### config.mk
export PLATFORM = sky130hd
export DESIGN_NAME = spi_master
export DESIGN_NICKNAME = d
export VERILOG_FILES = /design/src/rtl/spi_master.sv
export SDC_FILE = /design/constraint.sdc
export NUM_CORES = 1
export LEC_CHECK = 0
export CAP_MARGIN = 20
export CORE_MARGIN = 1.5
export CORE_UTILIZATION = 56
export CTS_CLUSTER_SIZE = 14
export DETAILED_ROUTE_END_ITERATION = 12
export GPL_TIMING_DRIVEN = 1
export PLACE_DENSITY_LB_ADDON = 0.05
export SLEW_MARGIN = 20
export SYNTH_ARGS = -nofsm -noshare
export SYNTH_HDL_FRONTEND = slang
export SYNTH_SLANG_ARGS = --single-unit
### constraint.sdc
create_clock -name w_Clk -period 2.6 [get_ports w_Clk]
set_input_delay 0.39 -clock w_Clk [delete_from_list [all_inputs] [get_ports w_Clk]]
set_output_delay 0.39 -clock w_Clk [all_outputs]
set_load 0.05 [all_outputs]
### src/rtl/spi_master.sv
// spi_master: single-byte SPI initiator.
// Takes one byte over a valid/ready handshake and runs a full-duplex SPI frame:
// the slave is selected, SCLK comes from a divider of w_Clk, the byte goes out
// on MOSI and a byte is shifted in from MISO. MODE selects CPOL/CPHA and
// FRAME_FORMAT selects MSB- or LSB-first framing. These use the same encoding
// as the SPI slave.
//
// Frame sequence: IDLE -> SETUP -> XFER -> HOLD -> GAP -> IDLE.
//
// Timing, with DIV = the clamped CLK_DIV:
//   - o_ss is low for 18*DIV cycles.
//   - o_rx_valid pulses one cycle after o_ss rises, so it arrives
//     1 + 18*DIV cycles after the handshake.
//   - After that pulse, GAP holds o_ss high for CS_GAP cycles before
//     o_tx_ready returns.
//   - So back-to-back frames start every 2 + 18*DIV + CS_GAP cycles.
module spi_master #(
  parameter int MODE         = 0,
  parameter int FRAME_FORMAT = 0,
  parameter int CLK_DIV      = 2,
  parameter int CS_GAP       = 2
) (
  input  logic       w_Clk,
  input  logic       i_Rst_n,
  input  logic       i_tx_valid,
  input  logic [7:0] i_tx_byte,
  output logic       o_tx_ready,
  output logic [7:0] o_rx_byte,
  output logic       o_rx_valid,
  output logic       o_busy,
  output logic       o_sclk,
  output logic       o_mosi,
  input  logic       i_miso,
  output logic       o_ss
);

  // Mode decode
  localparam logic CPOL      = (MODE == 2) || (MODE == 3);
  localparam logic CPHA      = (MODE == 1) || (MODE == 3);
  localparam logic LSB_FIRST = (FRAME_FORMAT == 1);

  // Divider and gap limits. Both are clamped so they fit the 8-bit counters.
  localparam int         DIV_I     = (CLK_DIV < 2) ? 2 : ((CLK_DIV > 255) ? 255 : CLK_DIV);
  localparam int         GAP_I     = (CS_GAP < 1) ? 1 : ((CS_GAP > 255) ? 255 : CS_GAP);
  localparam logic [7:0] DIV_LAST  = 8'(DIV_I - 1);
  // HOLD runs one cycle past its DIV_I cycles of o_ss low. That extra cycle
  // separates the o_ss release from the o_rx_valid strobe.
  localparam logic [7:0] HOLD_LAST = 8'(DIV_I);
  localparam logic [7:0] GAP_LOAD  = 8'(GAP_I);

  typedef enum logic [2:0] {
    ST_IDLE,
    ST_SETUP,
    ST_XFER,
    ST_HOLD,
    ST_GAP
  } state_t;

  state_t     state_reg;
  logic [7:0] div_cnt_reg;
  logic [4:0] edge_cnt_reg;
  logic [7:0] gap_cnt_reg;
  logic [7:0] tx_shift_reg;
  logic [7:0] rx_shift_reg;
  logic [7:0] rx_byte_reg;
  logic       rx_valid_reg;
  logic       tx_ready_reg;
  logic       busy_reg;
  logic       sclk_reg;
  logic       mosi_reg;
  logic       ss_reg;

  // Per-edge helper terms
  logic       div_done;
  logic [4:0] edge_num;
  logic       leading_edge;
  logic       sample_now;
  logic       tx_cur_bit;
  logic       tx_nxt_bit;
  logic [7:0] tx_shifted;
  logic [7:0] rx_shifted;

  assign div_done     = (div_cnt_reg == DIV_LAST);
  // edge_num is the number of the SCLK edge about to be produced (1..16).
  assign edge_num     = edge_cnt_reg + 5'd1;
  assign leading_edge = edge_num[0];
  // CPHA=0 samples MISO on leading edges; CPHA=1 samples on trailing edges.
  assign sample_now   = leading_edge ^ CPHA;
  assign tx_cur_bit   = LSB_FIRST ? tx_shift_reg[0] : tx_shift_reg[7];
  assign tx_nxt_bit   = LSB_FIRST ? tx_shift_reg[1] : tx_shift_reg[6];
  assign tx_shifted   = LSB_FIRST ? {1'b0, tx_shift_reg[7:1]} : {tx_shift_reg[6:0], 1'b0};
  assign rx_shifted   = LSB_FIRST ? {i_miso, rx_shift_reg[7:1]} : {rx_shift_reg[6:0], i_miso};

  // Frame FSM: sequences the states and updates every registered output.
  always_ff @(posedge w_Clk or negedge i_Rst_n) begin
    if (!i_Rst_n) begin
      state_reg    <= ST_GAP;
      div_cnt_reg  <= 8'd0;
      edge_cnt_reg <= 5'd0;
      gap_cnt_reg  <= GAP_LOAD;
      tx_shift_reg <= 8'd0;
      rx_shift_reg <= 8'd0;
      rx_byte_reg  <= 8'd0;
      rx_valid_reg <= 1'b0;
      tx_ready_reg <= 1'b0;
      busy_reg     <= 1'b0;
      sclk_reg     <= CPOL;
      mosi_reg     <= 1'b0;
      ss_reg       <= 1'b1;
    end else begin
      rx_valid_reg <= 1'b0;
      case (state_reg)
        ST_IDLE: begin
          ss_reg   <= 1'b1;
          sclk_reg <= CPOL;
          if (i_tx_valid && tx_ready_reg) begin
            tx_shift_reg <= i_tx_byte;
            rx_shift_reg <= 8'd0;
            mosi_reg     <= LSB_FIRST ? i_tx_byte[0] : i_tx_byte[7];
            ss_reg       <= 1'b0;
            busy_reg     <= 1'b1;
            tx_ready_reg <= 1'b0;
            div_cnt_reg  <= 8'd0;
            edge_cnt_reg <= 5'd0;
            state_reg    <= ST_SETUP;
          end
        end

        ST_SETUP: begin
          // SCLK stays idle here so the slave sees o_ss low before the first edge.
          if (div_done) begin
            div_cnt_reg <= 8'd0;
            state_reg   <= ST_XFER;
          end else begin
            div_cnt_reg <= div_cnt_reg + 8'd1;
          end
        end

        ST_XFER: begin
          if (div_done) begin
            div_cnt_reg  <= 8'd0;
            edge_cnt_reg <= edge_num;
            sclk_reg     <= ~sclk_reg;
            if (sample_now) begin
              rx_shift_reg <= rx_shifted;
            end
            if (CPHA) begin
              // CPHA=1: each leading edge puts the next bit on MOSI.
              if (leading_edge) begin
                mosi_reg     <= tx_cur_bit;
                tx_shift_reg <= tx_shifted;
              end
            end else begin
              // CPHA=0: the first bit went out at acceptance. Trailing edges
              // 2..14 advance to the next bit; edge 16 does not.
              if (!leading_edge && (edge_num <= 5'd14)) begin
                mosi_reg     <= tx_nxt_bit;
                tx_shift_reg <= tx_shifted;
              end
            end
            if (edge_num == 5'd16) begin
              sclk_reg  <= CPOL;
              state_reg <= ST_HOLD;
            end
          end else begin
            div_cnt_reg <= div_cnt_reg + 8'd1;
          end
        end

        ST_HOLD: begin
          if (div_cnt_reg == HOLD_LAST) begin
            rx_byte_reg  <= rx_shift_reg;
            rx_valid_reg <= 1'b1;
            gap_cnt_reg  <= GAP_LOAD;
            state_reg    <= ST_GAP;
          end else begin
            if (div_done) begin
              ss_reg <= 1'b1;
            end
            div_cnt_reg <= div_cnt_reg + 8'd1;
          end
        end

        ST_GAP: begin
          if (gap_cnt_reg <= 8'd1) begin
            tx_ready_reg <= 1'b1;
            busy_reg     <= 1'b0;
            state_reg    <= ST_IDLE;
          end else begin
            gap_cnt_reg <= gap_cnt_reg - 8'd1;
          end
        end

        default: begin
          state_reg <= ST_IDLE;
        end
      endcase
    end
  end

  assign o_tx_ready = tx_ready_reg;
  assign o_rx_byte  = rx_byte_reg;
  assign o_rx_valid = rx_valid_reg;
  assign o_busy     = busy_reg;
  assign o_sclk     = sclk_reg;
  assign o_mosi     = mosi_reg;
  assign o_ss       = ss_reg;

endmodule

==> results of run 1 <==
==> Yosys cell counts, drive strengths merged, types with 4 or more instances <==
cell type  count  area share
nand2         13       0.019
nor2          22       0.033
xnor2          4       0.013
mux2           8       0.035
nand4          8       0.019
xor2          10       0.034
and3           4      0.0096
buf            6       0.013
inv           11       0.016
ha             7       0.034
nand3          9       0.019
o211ai         4       0.012
a21oi          9       0.017
a2bb2oi        6       0.020
o22ai          7       0.017
a22o           8       0.027
dfrtp         50        0.48
o21ai         16       0.031
==> per-stage QoR <==
stage	cells	setup slack [ps]	power, W	util
after detailed placement	314	474	0.00267	0.656
after global routing	322	273	0.00341	0.679
final	322	427	0.00317	0.679
after floorplan	242	749	0.00232	-
after global placement	314	528	0.00264	0.656
after CTS	322	442	0.00319	0.679
==> final timing paths <==
path | end | slack, ps
worst min-delay path | tx_shift_reg[4] | 180
max in group asynchronous | div_cnt_reg[2] | 1990
worst min register to register | o_ss | 490
worst max register to register | tx_shift_reg[0] | 430
worst max-delay path | tx_shift_reg[0] | 430
min in group w_Clk | o_ss | 490
==> final cells by class <==
| class | instances | area share |
|---|---|---|
| multi-input cells | 169 | 0.394 |
| well taps | 52 | 0.0217 |
| clock inverters | 1 | 0.00292 |
| clock buffers | 7 | 0.0321 |
| inverters | 11 | 0.0138 |
| flip-flops and latches | 53 | 0.443 |
| repair buffers | 29 | 0.0918 |
==> layout by cell type, fill, tap and decap left out, types with 3 or more instances in the layout <==
| cell type | Yosys | layout |
|---|---|---|
| a21oi_1 | 9 | 9 |
| a21o_1 | 3 | 3 |
| xor2_1 | 10 | 10 |
| o22ai_1 | 7 | 7 |
| a22o_1 | 8 | 8 |
| inv_1 | 11 | 11 |
| clkdlybuf4s50_1 | 0 | 24 |
| a2bb2oi_1 | 6 | 6 |
| nand3_1 | 8 | 8 |
| mux2_2 | 8 | 8 |
| xnor2_1 | 4 | 4 |
| buf_4 | 2 | 4 |
| clkbuf_8 | 0 | 7 |
| and4_1 | 3 | 3 |
| ha_1 | 7 | 7 |
| and3_1 | 4 | 4 |
| nor2_1 | 21 | 21 |
| dfrtp_1 | 50 | 50 |
| dfstp_2 | 3 | 3 |
| o211ai_1 | 4 | 4 |
| o21ai_0 | 14 | 14 |
| nand2_1 | 13 | 13 |
| nand4_1 | 8 | 8 |
==> cell families (layout without fill, tap and decap cells) <==
group | count (synthesis) | in the layout | synth area share
multiplexers | 8 | 8 | 0.0347
adder cells (fa/ha/maj) | 7 | 7 | 0.0337
AO/OA/AOI/OAI | 65 | 65 | 0.173
AND/OR/NAND/NOR | 75 | 75 | 0.166
XOR/XNOR | 14 | 14 | 0.0472
buffers and inverters | 20 | 48 | 0.0337
flip-flops | 53 | 53 | 0.512
==> routing by layer <==
layer	wire, um	share of wire	up-vias
met2	2210	0.46	26
met4	64	0.013	0
met5	0	0	-
li1	-	-	939
met1	2450	0.50	904
met3	133	0.027	8
==> power groups by stage <==
stage          combinational, W  clock [W]  sequential [W]
6_report                0.00130   0.000512         0.00136
5_1_grt                 0.00145   0.000553         0.00141
4_1_cts                 0.00130   0.000532         0.00136
3_5_place_dp            0.00129          0         0.00137
3_3_place_gp            0.00127          0         0.00137
2_1_floorplan          0.000888          0         0.00143
==> flow_metrics.env, run 1 <==
export IMPL_power_leakage_nw=1.34
export IMPL_ys_seq_area_frac=0.512
export IMPL_h_tree_depth=2
export IMPL_netlist_instances=242
export IMPL_synth_seq_cells=53
export IMPL_period_needed_ps=2170
export IMPL_grt_max_degree=54
export IMPL_worst_slew_pin_slew_ps=635
export IMPL_met2_usage=0.342
export IMPL_insertion_delay_ps=310
export IMPL_placed_cell_area_sq_um=2890
export IMPL_crit_path_top_delay_cell="dfrtp_1"
export IMPL_p_seq_frac=0.429
export IMPL_ant_nets=0
export IMPL_yosys_warnings=0
export IMPL_drv_slew=0
export IMPL_design_area_sq_um=3000
export IMPL_critical_path_buf_inv_count=0
export IMPL_rows=24
export IMPL_finalSetupViolCount=0
export IMPL_syn_nets=261
export IMPL_grt_util_all_layers=0.216
export IMPL_grt_ovfl_total=0
export IMPL_ctsHoldBuffers=0
export IMPL_cts_tree="yes"
export IMPL_synth_cell_types=48
export IMPL_grt_pass1_wl_mm=8.71
export IMPL_syn_mean_instance_area_sq_um=10.7
export IMPL_crit_chain="ha_1 -> nand3_1 -> xor2_1 -> a41o_2 -> a21boi_2 -> o32ai_1"
export IMPL_whs_ps=178
export IMPL_dp_hpwl_mm=3.37
export IMPL_antenna_found_initial=0
export IMPL_cts_sinks=53
export IMPL_gp_congestion=0.847
export IMPL_setup_tns_ps=0
export IMPL_min_path_type="in -> async"
export IMPL_p_sw_frac=0.414
export IMPL_routed_wirelength_mm=4.85
export IMPL_postCtsSetupBuffers=0
export IMPL_cp_top_family="compound AO/OA/AOI/OAI gates"
export IMPL_fmax_mhz=460
export IMPL_switching_power_w=0.00131
export IMPL_clk_pin_slew_ps=100
export IMPL_antennaDiodeCount=0
export IMPL_start_kind="flop"
export IMPL_die_x_um=71.1
export IMPL_required_ps=2780
export IMPL_async_flop_share=1.00
export IMPL_worst_r2r_path_depth=6
export IMPL_status="complete, no violations"
export IMPL_critPathCaptureType="flop"
export IMPL_cts_buffer_depth=2
export IMPL_crit_cells=6
export IMPL_cp_startpoint="edge_cnt_reg[0]"
export IMPL_ir_drop_v=0.000590
export IMPL_gr_usage_met1=0.302
export IMPL_nets=288
export IMPL_grt_setup_unrepaired="no"
export IMPL_grtUsageMet3=0.0442
export IMPL_cp_slowest_stage_delay_ps=560
export IMPL_synth_enable_flop_cells=0
export IMPL_die_h_um=71.1
export IMPL_seqCellArea_sq_um=1330
export IMPL_wl_per_cell_um=15.1
export IMPL_max_cap_violations=0
export IMPL_start_util=0.589
export IMPL_fp_dieArea_sq_um=5060
export IMPL_drt_iter0_markers=80
export IMPL_p_clk_frac=0.161
export IMPL_vias=1877
export IMPL_power_density_nw_per_um2=1060
export IMPL_combPwrFrac=0.409
export IMPL_area_delta_synth_final_pct=15.4
export IMPL_drc=0
export IMPL_cts_resized=0
export IMPL_grt_busiest_layer="met2"
export IMPL_core_sq_um=4410
export IMPL_intPower_w=0.00186
export IMPL_finalClockSkew_ps=7.92
export IMPL_post_route_period_util=0.836
export IMPL_portBuffers=25
export IMPL_cp_max_fo=11
export IMPL_vias_per_cell=5.83
export IMPL_worst_endpoint_arrival_ps=2360
export IMPL_synth_top_flop_cell="dfrtp_1"
export IMPL_hold_viol=0
export IMPL_numCtsBuffers=5
export IMPL_critical_path_class="reg -> reg"
export IMPL_syn_area_sq_um=2600
export IMPL_maxSlewHeadroom=0.577
export IMPL_cts_root_buffer="clkbuf_8"
export IMPL_num_fill_cells=334
export IMPL_r2r_start="edge_cnt_reg[0]"
export IMPL_drtPass1Iterations=5
export IMPL_num_io_pins=26
export IMPL_multi_input_area_sq_um=1180
export IMPL_grt_pass1_vias=1876
export IMPL_layout_drive_gt1_share=0.126
(Power assumes the default switching activity.)
==> inputs of run 2 (changes only) <==
--- a/config.mk
+++ b/config.mk
@@ -7,7 +7,7 @@
 export LEC_CHECK = 0
 export CAP_MARGIN = 20
 export CORE_MARGIN = 1.5
-export CORE_UTILIZATION = 56
+export CORE_UTILIZATION = 51
 export CTS_CLUSTER_SIZE = 14
 export DETAILED_ROUTE_END_ITERATION = 12
 export GPL_TIMING_DRIVEN = 1
==> constraint.sdc (replaced) <==
create_clock -name w_Clk -period 1.9 [get_ports w_Clk]
set_input_delay 0.285 -clock w_Clk [delete_from_list [all_inputs] [get_ports w_Clk]]
set_output_delay 0.285 -clock w_Clk [all_outputs]
set_load 0.05 [all_outputs]
==> run 2 against run 1 <==
Combinational power increased by 77%. Setup slack got worse by 360 ps. First-iteration DRC count rose by 94%. Critical path depth is 1 higher. Total power increased by 50%. Non-clock buffer count is 23 higher. Fmax rose by 18%. Critical path type unchanged. Largest power group is now combinational cells. Highest routed layer unchanged.
==> flow_metrics.env, run 2 (same netlist as run 1, synthesis figures left out) <==
export IMPL_worst_r2r_path_depth=7
export IMPL_grt_ovfl_total=0
export IMPL_clk_pin_slew_ps=100
export IMPL_final_cell_mix="50 x dfrtp_1, 25 x buf_4, 22 x clkdlybuf4s50_1"
export IMPL_grt_pass1_vias=1788
export IMPL_h_tree_depth=2
export IMPL_worst_endpoint_arrival_ps=2020
export IMPL_routed_wirelength_mm=5.19
export IMPL_critPathCaptureType="flop"
export IMPL_final_common_cell="dfrtp_1"
export IMPL_finalClockSkew_ps=9.82
export IMPL_fmax_mhz=545
export IMPL_required_ps=2080
export IMPL_grt_util_all_layers=0.204
export IMPL_post_route_period_util=0.966
export IMPL_portBuffers=25
export IMPL_power_leakage_nw=1.48
export IMPL_rows=25
export IMPL_ff2ff_setup_slack_ps=60
export IMPL_status="complete, no violations"
export IMPL_vias_per_cell=5.55
export IMPL_cts_sinks=53
export IMPL_worst_slew_pin_slew_ps=506
export IMPL_drc=0
export IMPL_start_kind="flop"
export IMPL_gp_congestion=0.861
export IMPL_utilization=0.675
export IMPL_antennaDiodeCount=0
export IMPL_numCtsBuffers=5
export IMPL_placed_cells=348
export IMPL_fp_dieArea_sq_um=5540
export IMPL_hold_viol=0
export IMPL_die_x_um=74.4
export IMPL_period_needed_ps=1840
export IMPL_power_density_nw_per_um2=1470
export IMPL_area_delta_synth_final_pct=25.1
export IMPL_grt_setup_unrepaired="yes"
export IMPL_antenna_found_initial=0
export IMPL_finalSetupViolCount=0
export IMPL_core_sq_um=4820
export IMPL_insertion_delay_ps=310
export IMPL_die_h_um=74.4
export IMPL_grt_pass1_wl_mm=8.58
export IMPL_maxSlewHeadroom=0.662
export IMPL_cts_root_buffer="clkbuf_8"
export IMPL_ir_drop_v=0.000889
export IMPL_setup_tns_ps=0
export IMPL_drv_slew=0
export IMPL_start_util=0.540
export IMPL_r2r_end="tx_shift_reg[0]"
export IMPL_nets=311
export IMPL_max_cap_violations=0
export IMPL_r2r_start="edge_cnt_reg[0]"
export IMPL_wl_per_cell_um=14.4
export IMPL_drtPass1Iterations=4
export IMPL_dp_hpwl_mm=3.57
export IMPL_ant_nets=0
export IMPL_critical_path_class="reg -> reg"
export IMPL_cp_max_fo=8
export IMPL_fin_cells=360
export IMPL_cts_tree="yes"
export IMPL_layout_drive_gt1_share=0.208
export IMPL_num_io_pins=26
export IMPL_min_path_type="in -> async"
export IMPL_grt_max_degree=35
export IMPL_drt_iter0_markers=155
export IMPL_vias=1999
export IMPL_cts_buffer_depth=2
## run 2: power breakdown
group | leakage (nW) | internal, W | switching, W | total (W)
clock | 0.0518 | 0.000303 | 0.000384 | 0.000687
sequential | 0.690 | 0.00147 | 0.000312 | 0.00178
combinational | 0.736 | 0.00106 | 0.00124 | 0.00230
## run 2: worst max-delay path by stage
stage / end / from / cells past startpoint
CTS: o_tx_ready / o_tx_ready / 1
detailed placement: tx_shift_reg[5] / edge_cnt_reg[0] / 6
global route: tx_shift_reg[0] / edge_cnt_reg[0] / 7
floorplan: tx_shift_reg[5] / edge_cnt_reg[1] / 6
global placement: tx_shift_reg[5] / edge_cnt_reg[0] / 6
finish: tx_shift_reg[0] / edge_cnt_reg[0] / 7
## run 2: cell type report
cell class	count	area (sq um)
Timing Repair Buffer	52	475
Inverter	11	41.3
Sequential cell	53	1330
Tap cell	67	83.8
Clock inverter	2	17.5
Multi-Input combinational cell	169	1220
Clock buffer	6	82.6
Fill cell	407	1560
## run 2: stage by stage
stage / power (W) / setup slack, ps / hold WS [ps] / area, sq um
after global routing: 0.00512 / -43.7 / 516 / 3250
after global placement: 0.00388 / 65.7 / 263 / 3080
final: 0.00477 / 63.9 / 454 / 3250
after floorplan: 0.00318 / 48.5 / -10.6 / 2600
after CTS: 0.00461 / 23.1 / 456 / 3190
after detailed placement: 0.00391 / 19.2 / 264 / 3080
## run 2: worst max-delay path, stage by stage (launching register included)
cell,delay (ps)
dfrtp_1,430
buf_4,150
buf_4,140
a31o_2,240
nand4_1,100
a41o_2,210
a21boi_4,310
o32ai_1,150
## run 2: timing repair
action                                  CTS  global route
gates resized for setup                   1             8
hold endpoints to repair                 19             0
pin swaps                                 0             3
endpoints found under the setup margin    1            19
hold buffers                              1             0
setup buffers                             0             3
cloned                                    0             0
## run 2: routing by layer
metal | up-vias | wire, um | global-route usage
met3 | 8 | 217 | 0.0393
met4 | 0 | 70 | 0.0687
met1 | 968 | 2570 | 0.312
li1 | 985 | - | -
met5 | - | 0 | 0
met2 | 38 | 2330 | 0.289
